===== src/rtl/uart_cmd_ctrl_pkg.sv =====
// ============================================================================
//  Module      : uart_cmd_ctrl_pkg
//  Description : Shared frame-controller definitions: FSM state encoding,
//                divisor register addresses, default sync marker and the
//                frame checksum helper (also used by the host-side encoder).
//  Revision    : 1.0 - initial release
// ============================================================================
`default_nettype none

package uart_cmd_ctrl_pkg;

  // Frame assembly states
  typedef enum logic [1:0] {
    ST_IDLE = 2'd0,
    ST_ADDR = 2'd1,
    ST_DATA = 2'd2,
    ST_CHK  = 2'd3
  } cmd_state_t;

  localparam logic [7:0] c_ADDR_BAUD_LO      = 8'h00;
  localparam logic [7:0] c_ADDR_BAUD_HI      = 8'h01;
  localparam logic [7:0] c_SYNC_BYTE_DEFAULT = 8'hA5;

  // Checksum byte carried in the last position of a frame
  function automatic logic [7:0] frame_chk(input logic [7:0] addr, input logic [7:0] data);
    return addr ^ data;
  endfunction

endpackage

`default_nettype wire


===== src/rtl/uart_cmd_ctrl_if.sv =====
// ============================================================================
//  Module      : uart_cmd_ctrl_if
//  Description : Byte stream from uart_rx plus the register write bus.
//                slave  = the frame controller (consumes bytes, issues writes)
//                master = the environment (supplies bytes, observes writes)
//  Revision    : 1.0 - initial release
// ============================================================================
`default_nettype none

interface uart_cmd_ctrl_if;
  logic       rx_done_tick;
  logic [7:0] rx_data;
  logic       wr_en;
  logic [7:0] wr_addr;
  logic [7:0] wr_data;

  modport slave (
    input  rx_done_tick,
    input  rx_data,
    output wr_en,
    output wr_addr,
    output wr_data
  );

  modport master (
    output rx_done_tick,
    output rx_data,
    input  wr_en,
    input  wr_addr,
    input  wr_data
  );
endinterface

`default_nettype wire


===== src/rtl/uart_cmd_timeout.sv =====
// ============================================================================
//  Module      : uart_cmd_timeout
//  Description : Inter-byte watchdog. Counts enabled cycles since the last
//                clear; expire is asserted while the count sits at
//                TIMEOUT_CYC-1 and enable is high.
//  Revision    : 1.0 - initial release
// ============================================================================
`default_nettype none

module uart_cmd_timeout #(
  parameter int unsigned TIMEOUT_CYC = 32'd200000
) (
  input  wire logic clk,
  input  wire logic reset,
  input  wire logic clear,
  input  wire logic enable,
  output logic      expire
);

  localparam int unsigned c_CNT_W = (TIMEOUT_CYC > 1) ? $clog2(TIMEOUT_CYC) : 1;
  localparam logic [c_CNT_W-1:0] c_LAST = c_CNT_W'(TIMEOUT_CYC - 1);

  logic [c_CNT_W-1:0] r_cnt;
  logic               w_at_last;

  assign w_at_last = (r_cnt == c_LAST);
  assign expire    = enable && w_at_last;

  // Cycle counter: restarts on clear, parks at the last value until cleared
  always_ff @(posedge clk or negedge reset) begin
    if (!reset) begin
      r_cnt <= '0;
    end else if (clear) begin
      r_cnt <= '0;
    end else if (enable && !w_at_last) begin
      r_cnt <= r_cnt + 1'b1;
    end
  end

endmodule

`default_nettype wire


===== src/rtl/uart_cmd_ctrl.sv =====
// ============================================================================
//  Module      : uart_cmd_ctrl
//  Description : Assembles SYNC,ADDR,DATA,CHK frames from uart_rx and issues
//                one register write per valid frame. Addresses 0x00/0x01 land
//                in the local baud divisor; others go out on the write bus.
//                Optional statistics counters: define UART_CMD_STATS_EN.
//  Revision    : 1.0 - initial release
// ============================================================================
`default_nettype none

module uart_cmd_ctrl
  import uart_cmd_ctrl_pkg::*;
#(
  parameter logic [7:0]  SYNC_BYTE   = c_SYNC_BYTE_DEFAULT,
  parameter logic [15:0] DEFAULT_DIV = 16'd163,
  parameter int unsigned TIMEOUT_CYC = 32'd200000
) (
  input  wire logic      clk,
  input  wire logic      reset,
  uart_cmd_ctrl_if.slave bus,
  output logic [15:0]    baud_div,
  output logic           busy,
  output logic           frame_err,
  output logic [15:0]    frame_cnt,
  output logic [15:0]    err_cnt
);

  cmd_state_t  r_state, w_state_next;
  logic [7:0]  r_addr, r_data;
  logic        r_wr_en;
  logic [7:0]  r_wr_addr, r_wr_data;
  logic [15:0] r_baud_div;
  logic        r_frame_err;

  logic        w_latch_addr, w_latch_data;
  logic        w_chk_ok, w_chk_bad, w_timed_out;
  logic        w_expire, w_to_clear, w_to_enable;
  logic        w_is_div, w_div_zero;
  logic [15:0] w_div_cand;
  logic        w_reg_wr, w_div_wr, w_err;

  assign w_to_clear  = bus.rx_done_tick || (r_state == ST_IDLE);
  assign w_to_enable = (r_state != ST_IDLE);

  uart_cmd_timeout #(
    .TIMEOUT_CYC (TIMEOUT_CYC)
  ) u_timeout (
    .clk    (clk),
    .reset  (reset),
    .clear  (w_to_clear),
    .enable (w_to_enable),
    .expire (w_expire)
  );

  // Frame state register
  always_ff @(posedge clk or negedge reset) begin
    if (!reset) r_state <= ST_IDLE;
    else        r_state <= w_state_next;
  end

  // Next state; a byte arriving on the expiry cycle takes priority over the timeout
  always_comb begin
    w_state_next = r_state;
    w_latch_addr = 1'b0;
    w_latch_data = 1'b0;
    w_chk_ok     = 1'b0;
    w_chk_bad    = 1'b0;
    w_timed_out  = 1'b0;
    case (r_state)
      ST_IDLE: begin
        if (bus.rx_done_tick && (bus.rx_data == SYNC_BYTE)) w_state_next = ST_ADDR;
      end
      ST_ADDR: begin
        if (bus.rx_done_tick) begin
          w_latch_addr = 1'b1;
          w_state_next = ST_DATA;
        end else if (w_expire) begin
          w_timed_out  = 1'b1;
          w_state_next = ST_IDLE;
        end
      end
      ST_DATA: begin
        if (bus.rx_done_tick) begin
          w_latch_data = 1'b1;
          w_state_next = ST_CHK;
        end else if (w_expire) begin
          w_timed_out  = 1'b1;
          w_state_next = ST_IDLE;
        end
      end
      ST_CHK: begin
        if (bus.rx_done_tick) begin
          w_state_next = ST_IDLE;
          if (bus.rx_data == frame_chk(r_addr, r_data)) w_chk_ok  = 1'b1;
          else                                          w_chk_bad = 1'b1;
        end else if (w_expire) begin
          w_timed_out  = 1'b1;
          w_state_next = ST_IDLE;
        end
      end
      default: w_state_next = ST_IDLE;
    endcase
  end

  // Divisor candidate for a commit that targets one of the baud bytes
  always_comb begin
    w_is_div   = 1'b0;
    w_div_cand = r_baud_div;
    if (r_addr == c_ADDR_BAUD_LO) begin
      w_is_div   = 1'b1;
      w_div_cand = {r_baud_div[15:8], r_data};
    end else if (r_addr == c_ADDR_BAUD_HI) begin
      w_is_div   = 1'b1;
      w_div_cand = {r_data, r_baud_div[7:0]};
    end
  end

  // A zero divisor would stall the sample-rate counter, so it is refused
  assign w_div_zero = (w_div_cand == 16'd0);
  assign w_reg_wr   = w_chk_ok && !w_is_div;
  assign w_div_wr   = w_chk_ok && w_is_div && !w_div_zero;
  assign w_err      = w_chk_bad || w_timed_out || (w_chk_ok && w_is_div && w_div_zero);

  // Address/data capture while the frame is being assembled
  always_ff @(posedge clk or negedge reset) begin
    if (!reset) begin
      r_addr <= 8'd0;
      r_data <= 8'd0;
    end else begin
      if (w_latch_addr) r_addr <= bus.rx_data;
      if (w_latch_data) r_data <= bus.rx_data;
    end
  end

  // Registered commit: write strobe, divisor update and error pulse
  always_ff @(posedge clk or negedge reset) begin
    if (!reset) begin
      r_wr_en     <= 1'b0;
      r_wr_addr   <= 8'd0;
      r_wr_data   <= 8'd0;
      r_baud_div  <= DEFAULT_DIV;
      r_frame_err <= 1'b0;
    end else begin
      r_wr_en     <= w_reg_wr;
      r_frame_err <= w_err;
      if (w_reg_wr) begin
        r_wr_addr <= r_addr;
        r_wr_data <= r_data;
      end
      if (w_div_wr) r_baud_div <= w_div_cand;
    end
  end

  assign bus.wr_en   = r_wr_en;
  assign bus.wr_addr = r_wr_addr;
  assign bus.wr_data = r_wr_data;
  assign baud_div    = r_baud_div;
  assign frame_err   = r_frame_err;
  assign busy        = (r_state != ST_IDLE);

`ifdef UART_CMD_STATS_EN
  logic        w_good;
  logic [15:0] r_frame_cnt, r_err_cnt;

  assign w_good = w_reg_wr || w_div_wr;

  // Saturating good-frame and error counters, cleared only by reset
  always_ff @(posedge clk or negedge reset) begin
    if (!reset) begin
      r_frame_cnt <= 16'd0;
      r_err_cnt   <= 16'd0;
    end else begin
      if (w_good && (r_frame_cnt != 16'hFFFF)) r_frame_cnt <= r_frame_cnt + 16'd1;
      if (w_err  && (r_err_cnt   != 16'hFFFF)) r_err_cnt   <= r_err_cnt + 16'd1;
    end
  end

  assign frame_cnt = r_frame_cnt;
  assign err_cnt   = r_err_cnt;
`else
  assign frame_cnt = 16'd0;
  assign err_cnt   = 16'd0;
`endif

endmodule

`default_nettype wire


===== src/flat_wrapper.sv =====
// flat-port wrapper written by rule: the top's interface ports become plain ports
module uart_cmd_ctrl_flat import uart_cmd_ctrl_pkg::*;
#(
  parameter logic [7:0]  SYNC_BYTE   = c_SYNC_BYTE_DEFAULT,
  parameter logic [15:0] DEFAULT_DIV = 16'd163,
  parameter int unsigned TIMEOUT_CYC = 32'd200000
)
  (clk, reset, baud_div, busy, frame_err, frame_cnt, err_cnt, bus_rx_done_tick, bus_rx_data, bus_wr_en, bus_wr_addr, bus_wr_data);
  uart_cmd_ctrl_if bus_i ();
  input  wire logic clk;
  input  wire logic reset;
  output logic [15:0] baud_div;
  output logic busy;
  output logic frame_err;
  output logic [15:0] frame_cnt;
  output logic [15:0] err_cnt;
  input wire logic [$bits(bus_i.rx_done_tick)-1:0] bus_rx_done_tick;
  input wire logic [$bits(bus_i.rx_data)-1:0] bus_rx_data;
  output wire logic [$bits(bus_i.wr_en)-1:0] bus_wr_en;
  output wire logic [$bits(bus_i.wr_addr)-1:0] bus_wr_addr;
  output wire logic [$bits(bus_i.wr_data)-1:0] bus_wr_data;
  assign bus_i.rx_done_tick = bus_rx_done_tick;
  assign bus_i.rx_data = bus_rx_data;
  assign bus_wr_en = bus_i.wr_en;
  assign bus_wr_addr = bus_i.wr_addr;
  assign bus_wr_data = bus_i.wr_data;
  uart_cmd_ctrl #(.SYNC_BYTE(SYNC_BYTE), .DEFAULT_DIV(DEFAULT_DIV), .TIMEOUT_CYC(TIMEOUT_CYC)) u_core (.clk(clk), .reset(reset), .bus(bus_i), .baud_div(baud_div), .busy(busy), .frame_err(frame_err), .frame_cnt(frame_cnt), .err_cnt(err_cnt));
endmodule

===== config.mk =====
export PLATFORM = sky130hd
export DESIGN_NAME = uart_cmd_ctrl_flat
export DESIGN_NICKNAME = d
export VERILOG_FILES = /design/src/rtl/uart_cmd_ctrl_pkg.sv /design/src/rtl/uart_cmd_ctrl_if.sv /design/src/rtl/uart_cmd_timeout.sv /design/src/rtl/uart_cmd_ctrl.sv /design/src/flat_wrapper.sv
export SDC_FILE = /design/constraint.sdc
export NUM_CORES = 1
export LEC_CHECK = 0
export CORE_ASPECT_RATIO = 1.4
export CORE_MARGIN = 1
export CORE_UTILIZATION = 50
export DETAILED_ROUTE_END_ITERATION = 12
export GPL_ROUTABILITY_DRIVEN = 1
export PLACE_DENSITY = 0.85
export SETUP_SLACK_MARGIN = 0.05
export SLEW_MARGIN = 10
export SYNTH_ARGS = -nofsm -noshare
export SYNTH_HDL_FRONTEND = slang
export SYNTH_HIERARCHICAL = 1
export SYNTH_SLANG_ARGS = --single-unit

===== constraint.sdc =====
create_clock -name clk -period 7 [get_ports clk]
set_clock_uncertainty 0.05 [all_clocks]
set_input_delay 0.7 -clock clk [delete_from_list [all_inputs] [get_ports clk]]
set_output_delay 0.7 -clock clk [all_outputs]
set_load 0.05 [all_outputs]

==> flow_summary.json <==
{
  "gp_congestion": 0.8497,
  "routed_wire_length_per_instance_um": 16.07,
  "drv.max_cap_violation_count": 0,
  "grt_pass1_vias": 2464,
  "number_of_clock_sinks": 70,
  "critical_r2r_launch": "u_core/r_addr[7]",
  "mostFrequentLayoutCell": "sky130_fd_sc_hd__dfrtp_1",
  "number_of_antenna_violations_at_the_first_check_in_global_routing": 0,
  "synthesis.yosys.warnings": 6,
  "post_synth.cell_area_avg_um2": 12.08,
  "cts-root-to-sink-buffers": 2,
  "final.period_utilization_pct": 41.29,
  "htreeDepth": 3,
  "cts-hold-fix-buffers": 0,
  "place_inst": 437,
  "postSynthRegisterBits": 70,
  "final-instance-count-excl-fill": 453,
  "routed_via_density": 5.627,
  "p_per_cell_area_nw_per_um2": 308.8,
  "final_count_of_negative_setup_slack_endpoints": 0,
  "worst_slew_margin_rel_pct": 33.30,
  "tightestPinTransition_ps": 991.4,
  "fin_ws_ps": 4110,
  "slew_viol_final": 0,
  "period_needed_ps": 2890,
  "placeableCoreArea_um2": 7027,
  "critical_path_required_ps": 7180,
  "signed_area_change_from_the_synthesized_netlist_to_the_final_layout_pct": 17.54,
  "io_pins": 78,
  "mostFrequentLayoutCells": "sky130_fd_sc_hd__dfrtp_1 (66), sky130_fd_sc_hd__mux2_2 (47), sky130_fd_sc_hd__clkdlybuf4s50_1 (44)",
  "num_vias": 2549,
  "wirelength_um": 7280,
  "die_width_um": 74.44,
  "row_count": 36,
  "detail-route-antenna-nets": 0,
  "worst_setup_path_start_kind": "primary input",
  "crit_type": "primary input to flip-flop",
  "clk_pin_slew_ps": 70,
  "reg2reg_setup_slack_ps": 4220,
  "grt_first_pass_wirelength_um": 12010,
  "achievable-frequency_mhz": 346.0,
  "ctsResizeCount": 0,
  "number_of_enable_type_register_cells_in_the_synthesized_netlist": 0,
  "drt_first_iter_violations": 218,
  "min_delay_path_depth": 1,
  "crit_arrival_ps": 3070,
  "synth_seq_area_share_pct": 47.82,
  "ratio_of_cells_with_drive_above_1_in_the_final_layout_pct": 24.02,
  "die_height_um": 103.4,
  "rsz_0062_raised_after_global_routing": "false",
  "clock_insertion_delay_worst_skew_ps": 350,
  "place.port_buffers": 45,
  "rr_worst_depth": 5,
  "worst_hold_path_type": "flip-flop to flip-flop",
  "grt_max_degree": 71,
  "num_antenna_cells": 0,
  "preCtsSetupSlack_ps": 3756,
  "finalSetupTns_ps": 0,
  "grt_util_all_layers_pct": 21.17,
  "async_flop_share_pct": 100.0,
  "worstPathMaxFanout": 8,
  "tritoncts_clock_tree": "done",
  "most_common_flop_cell_mapped_by_yosys": "sky130_fd_sc_hd__dfrtp_1",
  "post_synth_inst_count": 304,
  "number_of_drc_violations_after_detailed_routing": 0,
  "ir_drop_v": 0.0001822,
  "hold_path_startpoint": "u_core/bus.wr_data[7]",
  "floorplan.initialDensity_pct": 52.28,
  "end_kind": "flip-flop",
  "power_leakage_uw": 0.001922,
  "cts_buffers": 9,
  "postCtsSetupBuffers": 0,
  "root_buffer": "sky130_fd_sc_hd__clkbuf_8",
  "regToRegEndpoint": "u_core/baud_div[11]",
  "area_of_the_die_um2": 7699,
  "final_nets": 365,
  "place.detailed.hpwl_um": 5196,
  "synth.lib_cells_used.distinct": 55,
  "syn-cell-area_um2": 3674,
  "grt_remaining_overflow": 0,
  "status": "finished, final reports clean",
  "finalHoldViolCount": 0,
  "timing.hold.worst_endpoint": "u_core/bus.wr_data[7]",
  "critPathLaunch": "bus_rx_data[5]",
  "firstDrtPassIters": 6
}
## state kept, by name, indices dropped and copies added (netlist names)
name                    flops
u_core/frame_err            1
u_core/u_timeout/r_cnt     18
u_core/bus.wr_addr          8
u_core/r_addr               8
u_core/baud_div            16
u_core/bus.wr_data          8
u_core/r_data               8
u_core/bus.wr_en            1
u_core/r_state              2
## worst max-delay path by stage
stage                               endpoint  slack [ps]  depth (start not counted)
final                     u_core/baud_div[6]        4110                          6
after global routing      u_core/baud_div[6]        4040                          6
after CTS                 u_core/baud_div[6]        4130                          6
after detailed placement  u_core/baud_div[6]        3760                          6
after global placement    u_core/baud_div[2]        3840                          6
after floorplan           u_core/baud_div[2]        4470                          5
## per-layer routing
metal	track usage [%]	part of all wire, %	vias to the layer above
met1	24.92	39	1270
met3	3.295	4.4	23
met5	0	0	-
li1	-	-	1156
met4	12.92	3.5	0
met2	35.97	53	100
## Yosys cell counts (3+ instances only)
cell	count	area, um2
sky130_fd_sc_hd__xnor3_1	6	135.1
sky130_fd_sc_hd__nand3_1	9	45.04
sky130_fd_sc_hd__nor2_1	8	30.03
sky130_fd_sc_hd__buf_4	32	240.2
sky130_fd_sc_hd__nor4_1	11	68.82
sky130_fd_sc_hd__nor3_1	3	15.01
sky130_fd_sc_hd__dfrtp_1	66	1652
sky130_fd_sc_hd__or3_1	6	37.54
sky130_fd_sc_hd__and3_1	6	37.54
sky130_fd_sc_hd__nand2b_1	4	25.02
sky130_fd_sc_hd__xnor2_1	4	35.03
sky130_fd_sc_hd__or4b_1	3	30.03
sky130_fd_sc_hd__a21oi_1	11	55.05
sky130_fd_sc_hd__o21ai_0	10	50.05
sky130_fd_sc_hd__inv_1	6	22.52
sky130_fd_sc_hd__buf_6	3	33.78
sky130_fd_sc_hd__nand4_1	7	43.79
sky130_fd_sc_hd__or2_2	5	31.28
sky130_fd_sc_hd__dfstp_2	4	105.1
sky130_fd_sc_hd__nand2_1	12	45.04
sky130_fd_sc_hd__mux2_2	47	529.3
## cells by family after synthesis
family,count (synthesis),synth area share (%)
AND/OR/NAND/NOR,87,14.58
multiplexers,49,15.09
other,1,0.1021
flip-flops,70,47.82
AO/OA/AOI/OAI,39,7.562
adder cells (fa/ha/maj),1,0.3405
XOR/XNOR,12,5.995
buffers and inverters,45,8.515
## report_power, final
part           switching, uW  internal (uW)  leakage (uW)
clock                    151            246      0.000126
sequential               110            458      0.000932
combinational            175            194      0.000865
## metrics by stage
stage	power [uW]	hold WS [ps]	util [%]	instance area [um2]
2_1_floorplan	861.6	354.4	-	3790
3_3_place_gp	927.9	437.5	57.94	4071
3_5_place_dp	939.1	444.6	57.94	4071
4_1_cts	1337	461.6	61.45	4318
5_1_grt	1393	473.0	61.45	4318
6_report	1333	459.3	61.45	4318
## layout make-up
| type | count | area [um2] |
|---|---|---|
| multi-input cells | 220 | 1720 |
| clock buffers | 10 | 137.6 |
| clock inverters | 6 | 108.9 |
| flip-flops and latches | 70 | 1757 |
| inverters | 6 | 22.52 |
| fillers | 576 | 2709 |
| repair buffers | 46 | 452.9 |
| well taps | 95 | 118.9 |
## worst max-delay path, cell delays in order
cell and delay (ps):
sky130_fd_sc_hd__clkdlybuf4s50_1 470, sky130_fd_sc_hd__xnor3_4 280, sky130_fd_sc_hd__nand4_1 140, sky130_fd_sc_hd__or3_4 460
sky130_fd_sc_hd__a2111oi_4 620, sky130_fd_sc_hd__mux2_2 410
Power figures use the tool's default switching activity.
==> patch 1: new RTL, same settings <==
Encoding of `cmd_state_t`: now one-hot (4 bits for 4 states).
--- a/src/rtl/uart_cmd_ctrl_pkg.sv
+++ b/src/rtl/uart_cmd_ctrl_pkg.sv
@@ -10,11 +10,11 @@
 package uart_cmd_ctrl_pkg;
 
   // Frame assembly states
-  typedef enum logic [1:0] {
-    ST_IDLE = 2'd0,
-    ST_ADDR = 2'd1,
-    ST_DATA = 2'd2,
-    ST_CHK  = 2'd3
+  typedef enum logic [3:0] {
+    ST_IDLE = 4'b0001,
+    ST_ADDR = 4'b0010,
+    ST_DATA = 4'b0100,
+    ST_CHK  = 4'b1000
   } cmd_state_t;
 
   localparam logic [7:0] c_ADDR_BAUD_LO      = 8'h00;
Function: same outputs for any inputs over 10 cycles, from zero or initial values and one cycle with reset low; not proved beyond that.
==> patch 1 against the unedited design <==
- cell count grew 2.9%
- final area grew 1.7%
- critical path depth shrank 3
- setup slack lost 0.22 ns
- wire length grew 1.7%
- sequential cell count grew 2
- area after synthesis grew 3.5%
Power is not compared: it rests on default switching activity, and its combinational part moved more than twofold at a synthesized area within 25%.
==> patch 1: results (changes against the unedited design) <==
Global route
  • Largest net degree at the start of global routing: 73 (+2.8%)
  • Vias in the first global route: 2,521 (+2.3%)
  • M1 GR Usage: 24.32% (-0.60 points)
  • Met2 GRT Util: 33.42% (-2.5 points)
  • Total track usage: 20.53% (-0.65 points)
  • First-pass GRT wire length: 12,180 um (+1.4%)
  • Met3 usage: 6.365% (+3.1 points)

Synth
  • Synth top area cells: dfrtp_1 (44%), mux2_2 (11%), buf_4 (6.3%)
  • Post-synthesis mux area share: 16.43% (+1.3 points)
  • Register area share after synthesis: 47.56% (-0.26 points)
  • Async S/R FF share, synth: 100.0% (unchanged)
  • Compound-gate portion of the synthesized area: 5.859% (-1.7 points)
  • Syn_area_per_cell: 11.92 um2 (-1.4%)
  • Top post-synthesis cells by count: dfrtp_1 (67), mux2_2 (36), buf_4 (32), nand2_1 (13), a21oi_1 (12)
  • Unique masters post-synth: 57 (+3.6%)
  • Main synth FF type: dfrtp_1
  • Adder-cell area share of the yosys netlist: 0.3292% (-0.011 points)
  • Post-synthesis xor/xnor area fraction: 5.859% (-0.14 points)

Placement
  • Placed insts: 451 (+3.2%)
  • Hpwl dp: 5239 um (+0.84%)
  • Pre-CTS setup slack: 3.982 ns (+0.2265 ns)
  • Gpl congestion: 0.8083 (-4.9%)
  • Post-DP Area: 0.004198 mm2 (+3.1%)

Drt
  • DR iter-0 viols: 200 (-8.3%)
  • Met3 Routed Length: 393 um (+22%)
  • DRC violations left: 0 (unchanged)
  • Top Metal Used: met4
  • WL met1: 2930 um (+3.8%)
  • Initial DRT Pass Iterations: 4 (-2)
  • Met2 wire length: 3867 um (-0.28%)
  • Via count: 2,563 (+0.55%)
  • Post-DR wirelength/cell: 15.89 um (-1.1%)

Worst hold path
  • HP Start: u_core/bus.wr_addr[0]
  • Hold WC Path Type: flip-flop to flip-flop

Finish
  • Max reg flops: 18 (unchanged)
  • Layout cells sized above 1: 22.22% (-1.8 points)
  • Final cell count without fillers: 466 (+2.9%)
  • Register area: 0.001808 mm2 (+2.9%)
  • # fillers: 585 (+1.6%)
  • Final nets: 377 (+3.3%)

Clock network
  • CTS clk-pin slew, worst paths: 0.08 ns
  • CTS resizes: 0 (unchanged)

Setup path
  • Worst Setup SP: u_core/r_state[1]
  • RR Startpoint: u_core/r_addr[6]
  • WS Path Type: flip-flop to primary output
  • Worst path arrival time: 2.36 ns (-0.71 ns)
  • Worst R2R Path Depth: 6 (+1)
  • CP max FO: 12 (+4)

Pwr
  • Leak Pwr: 0.001960 uW

Timing
  • Slew @ Worst Pin: 0.8932 ns (-0.09813 ns)

Outcome
  • Status: complete, no violations
patch 1: final cells by class:
type | instances | area share, %
sequential | 72 | 41.17
tap | 97 | 2.764
clock inverter | 6 | 1.595
clock buffer | 9 | 2.821
timing repair buffer | 46 | 10.31
multi-input combinational | 229 | 40.74
inverter | 7 | 0.5983
patch 1: power by group:
group / total (uW) / switching, uW / internal (uW)
logic: 84.3 / 58.9 / 25.4
clock network: 321 / 157 / 164
registers: 433 / 12.0 / 421
patch 1: critical path, stage by stage, from the launching register on:
cell             delay [ns]
dfrtp_1                0.49
nor4b_1                0.49
inv_1                  0.27
clkdlybuf4s50_1        0.76
patch 1: final timing paths:
kind | end | slack [ns]
setup reg to reg | u_core/baud_div[2] | 4.39
hold / removal | u_core/bus.wr_addr[0] | 0.45
setup / recovery | busy | 3.89
min in group asynchronous | u_core/baud_div[11] | 0.49
max in group asynchronous | u_core/baud_div[2] | 5.80
hold reg to reg | u_core/bus.wr_addr[0] | 0.45
==> patch 2: new RTL, same settings <==
Made on the original files. `TIMEOUT_CYC` is set to 32'd200000 in 3 places; all go to 32'd50000.
--- a/src/rtl/uart_cmd_timeout.sv
+++ b/src/rtl/uart_cmd_timeout.sv
@@ -8,7 +8,7 @@
 `default_nettype none
 
 module uart_cmd_timeout #(
-  parameter int unsigned TIMEOUT_CYC = 32'd200000
+  parameter int unsigned TIMEOUT_CYC = 32'd50000
 ) (
   input  wire logic clk,
   input  wire logic reset,
--- a/src/rtl/uart_cmd_ctrl.sv
+++ b/src/rtl/uart_cmd_ctrl.sv
@@ -13,7 +13,7 @@
 #(
   parameter logic [7:0]  SYNC_BYTE   = c_SYNC_BYTE_DEFAULT,
   parameter logic [15:0] DEFAULT_DIV = 16'd163,
-  parameter int unsigned TIMEOUT_CYC = 32'd200000
+  parameter int unsigned TIMEOUT_CYC = 32'd50000
 ) (
   input  wire logic      clk,
   input  wire logic      reset,
--- a/src/flat_wrapper.sv
+++ b/src/flat_wrapper.sv
@@ -3,7 +3,7 @@
 #(
   parameter logic [7:0]  SYNC_BYTE   = c_SYNC_BYTE_DEFAULT,
   parameter logic [15:0] DEFAULT_DIV = 16'd163,
-  parameter int unsigned TIMEOUT_CYC = 32'd200000
+  parameter int unsigned TIMEOUT_CYC = 32'd50000
 )
   (clk, reset, baud_div, busy, frame_err, frame_cnt, err_cnt, bus_rx_done_tick, bus_rx_data, bus_wr_en, bus_wr_addr, bus_wr_data);
   uart_cmd_ctrl_if bus_i ();
Formal check against the unedited RTL: same outputs for any inputs over 10 cycles, from zero or initial values and one cycle with reset low; that may be too few to reach the edited logic, so the function may still have changed.
==> patch 2 against the unedited design <==
- register-to-register slack better by 0.08 ns
- sequential cell count decreased by 2
- setup slack got worse by 0.012 ns
- wire length is 4.2% lower
- total power fell by 4.2%
- final area down 1.7%
- area after synthesis decreased by 1.4%
- critical path type unchanged
==> patch 2: results (changes against the unedited design) <==
Placement
  • Placed insts: 429 (-1.8%)
  • Hpwl dp: 4898 um (-5.7%)
  • Post-DP Area: 0.004029 mm2 (-1.0%)
  • Gpl congestion: 0.8745 (+2.9%)

Finish
  • Antenna diode count: 0 (unchanged)
  • Layout cells sized above 1: 26.29% (+2.3 points)
  • # fillers: 546 (-5.2%)
  • Final nets: 357 (-2.2%)

Global route
  • Largest net degree at the start of global routing: 69 (-2.8%)
  • Vias in the first global route: 2,331 (-5.4%)
  • Initial antenna violation count: 0 (unchanged)
  • Total track usage: 20.71% (-0.46 points)
  • First-pass GRT wire length: 11,550 um (-3.8%)

Clock network
  • CTS H-tree depth: 3 (unchanged)
  • Maximum clock path buffer count: 2 (unchanged)
  • Post-CTS setup buffer count: 0 (unchanged)

Setup path
  • Worst path arrival time: 3.08 ns (about the same)
  • CP max stage cell: a211oi_2
  • Reg2reg setup slack: 4.30 ns (+0.08 ns)
  • RR Startpoint: u_core/r_addr[5]
  • Critical Path Sink: u_core/baud_div[11]

Worst hold path
  • HP Start: u_core/bus.wr_addr[5]

Drt
  • WL met1: 2799 um (-0.89%)
  • DR iter-0 viols: 192 (-12%)
  • Routed WL: 6972 um (-4.2%)
  • Post-DR wirelength/cell: 15.67 um (-2.5%)
  • DR vias/cell: 5.353 (-4.9%)
  • Met3 Routed Length: 258 um (-20%)
  • Met2 wire length: 3649 um (-5.9%)
  • Initial DRT Pass Iterations: 4 (-2)

Outcome
  • Status: complete, no violations

Timing
  • Rel. slew slack: 42.18% (+8.9 points)
  • Final-report hold violation count: 0 (unchanged)

Pwr
  • Leak Pwr: 0.001870 uW (-2.7%)
  • Maximum vdd drop: 0.2275 mV (+25%)

Synth
  • Top post-synthesis cells by count: dfrtp_1 (64), mux2_2 (50), buf_4 (32), nor2_1 (14), nor4_1 (14)
  • Register area share after synthesis: 47.12% (-0.70 points)
  • Main synth FF type: dfrtp_1
  • Syn_area_per_cell: 12.32 um2 (+2.0%)
  • Synth top area cells: dfrtp_1 (44%), mux2_2 (16%), buf_4 (6.6%)
==> patch 2: changes by cell type in the layout (fill, tap and decap cells not counted), moves of 4 or more <==
cell	change
a21oi_1	-8
and3_1	-5
nor2_1	+6
nor3_1	+4
o21ai_0	-5
or3_1	-6
xnor2_1	+4
==> patch 2: power breakdown <==
group	total (uW)	switching (uW)	internal, uW
combinational	368	174	194
sequential	559	113	446
clock	350	149	200
total	1280	437	841
==> patch 2: routing by layer <==
layer	global-route usage [%]	up-vias
met3	4.399	22
met2	34.27	78
met4	12.43	0
met5	0	-
li1	-	1100
met1	24.50	1182
==> patch 2: worst min path at each step <==
stage,endpoint,cells after the start,slack [ns]
global placement,u_core/bus.wr_data[2],1,0.44
detailed placement,u_core/bus.wr_addr[4],1,0.44
global route,u_core/bus.wr_addr[0],1,0.48
CTS,u_core/bus.wr_addr[1],1,0.46
finish,u_core/bus.wr_addr[5],1,0.46
floorplan,u_core/baud_div[10],0,0.35
==> patch 2: cell type report <==
type	instances	area, um2	share of cell area (%)
clock buffer	10	127.6	3.006
clock inverter	6	88.84	2.093
inverter	6	22.52	0.5305
multi-input combinational	214	1728	40.70
sequential	68	1707	40.20
tap	95	118.9	2.800
timing repair buffer	46	452.9	10.67
==> patch 2: cell families after synthesis <==
| family | Yosys count | share of synthesized area [%] |
|---|---|---|
| AO/OA/AOI/OAI | 18 | 3.834 |
| XOR/XNOR | 16 | 7.047 |
| adder cells (fa/ha/maj) | 1 | 0.3454 |
| buffers and inverters | 43 | 8.393 |
| flip-flops | 68 | 47.12 |
| multiplexers | 53 | 16.65 |
| other | 1 | 0.1035 |
| AND/OR/NAND/NOR | 94 | 16.51 |
==> patch 2: per-stage QoR <==
stage	setup WS (ns)	hold WS [ns]	util, %	power [uW]
6_report	4.097	0.4590	60.81	1277
5_1_grt	4.060	0.4763	60.81	1340
4_1_cts	4.129	0.4604	60.81	1285
3_5_place_dp	3.760	0.4430	57.71	928.8
3_3_place_gp	3.822	0.4365	57.71	913.8
2_1_floorplan	4.473	0.3544	-	846.2
==> patch 2: worst max-delay path: cells and delay by family <==
family,cells,cell delay [ns]
AO/OA/AOI/OAI,1,0.61
AND/OR/NAND/NOR,2,0.60
buffers and inverters,1,0.47
multiplexers,1,0.42
XOR/XNOR,1,0.28
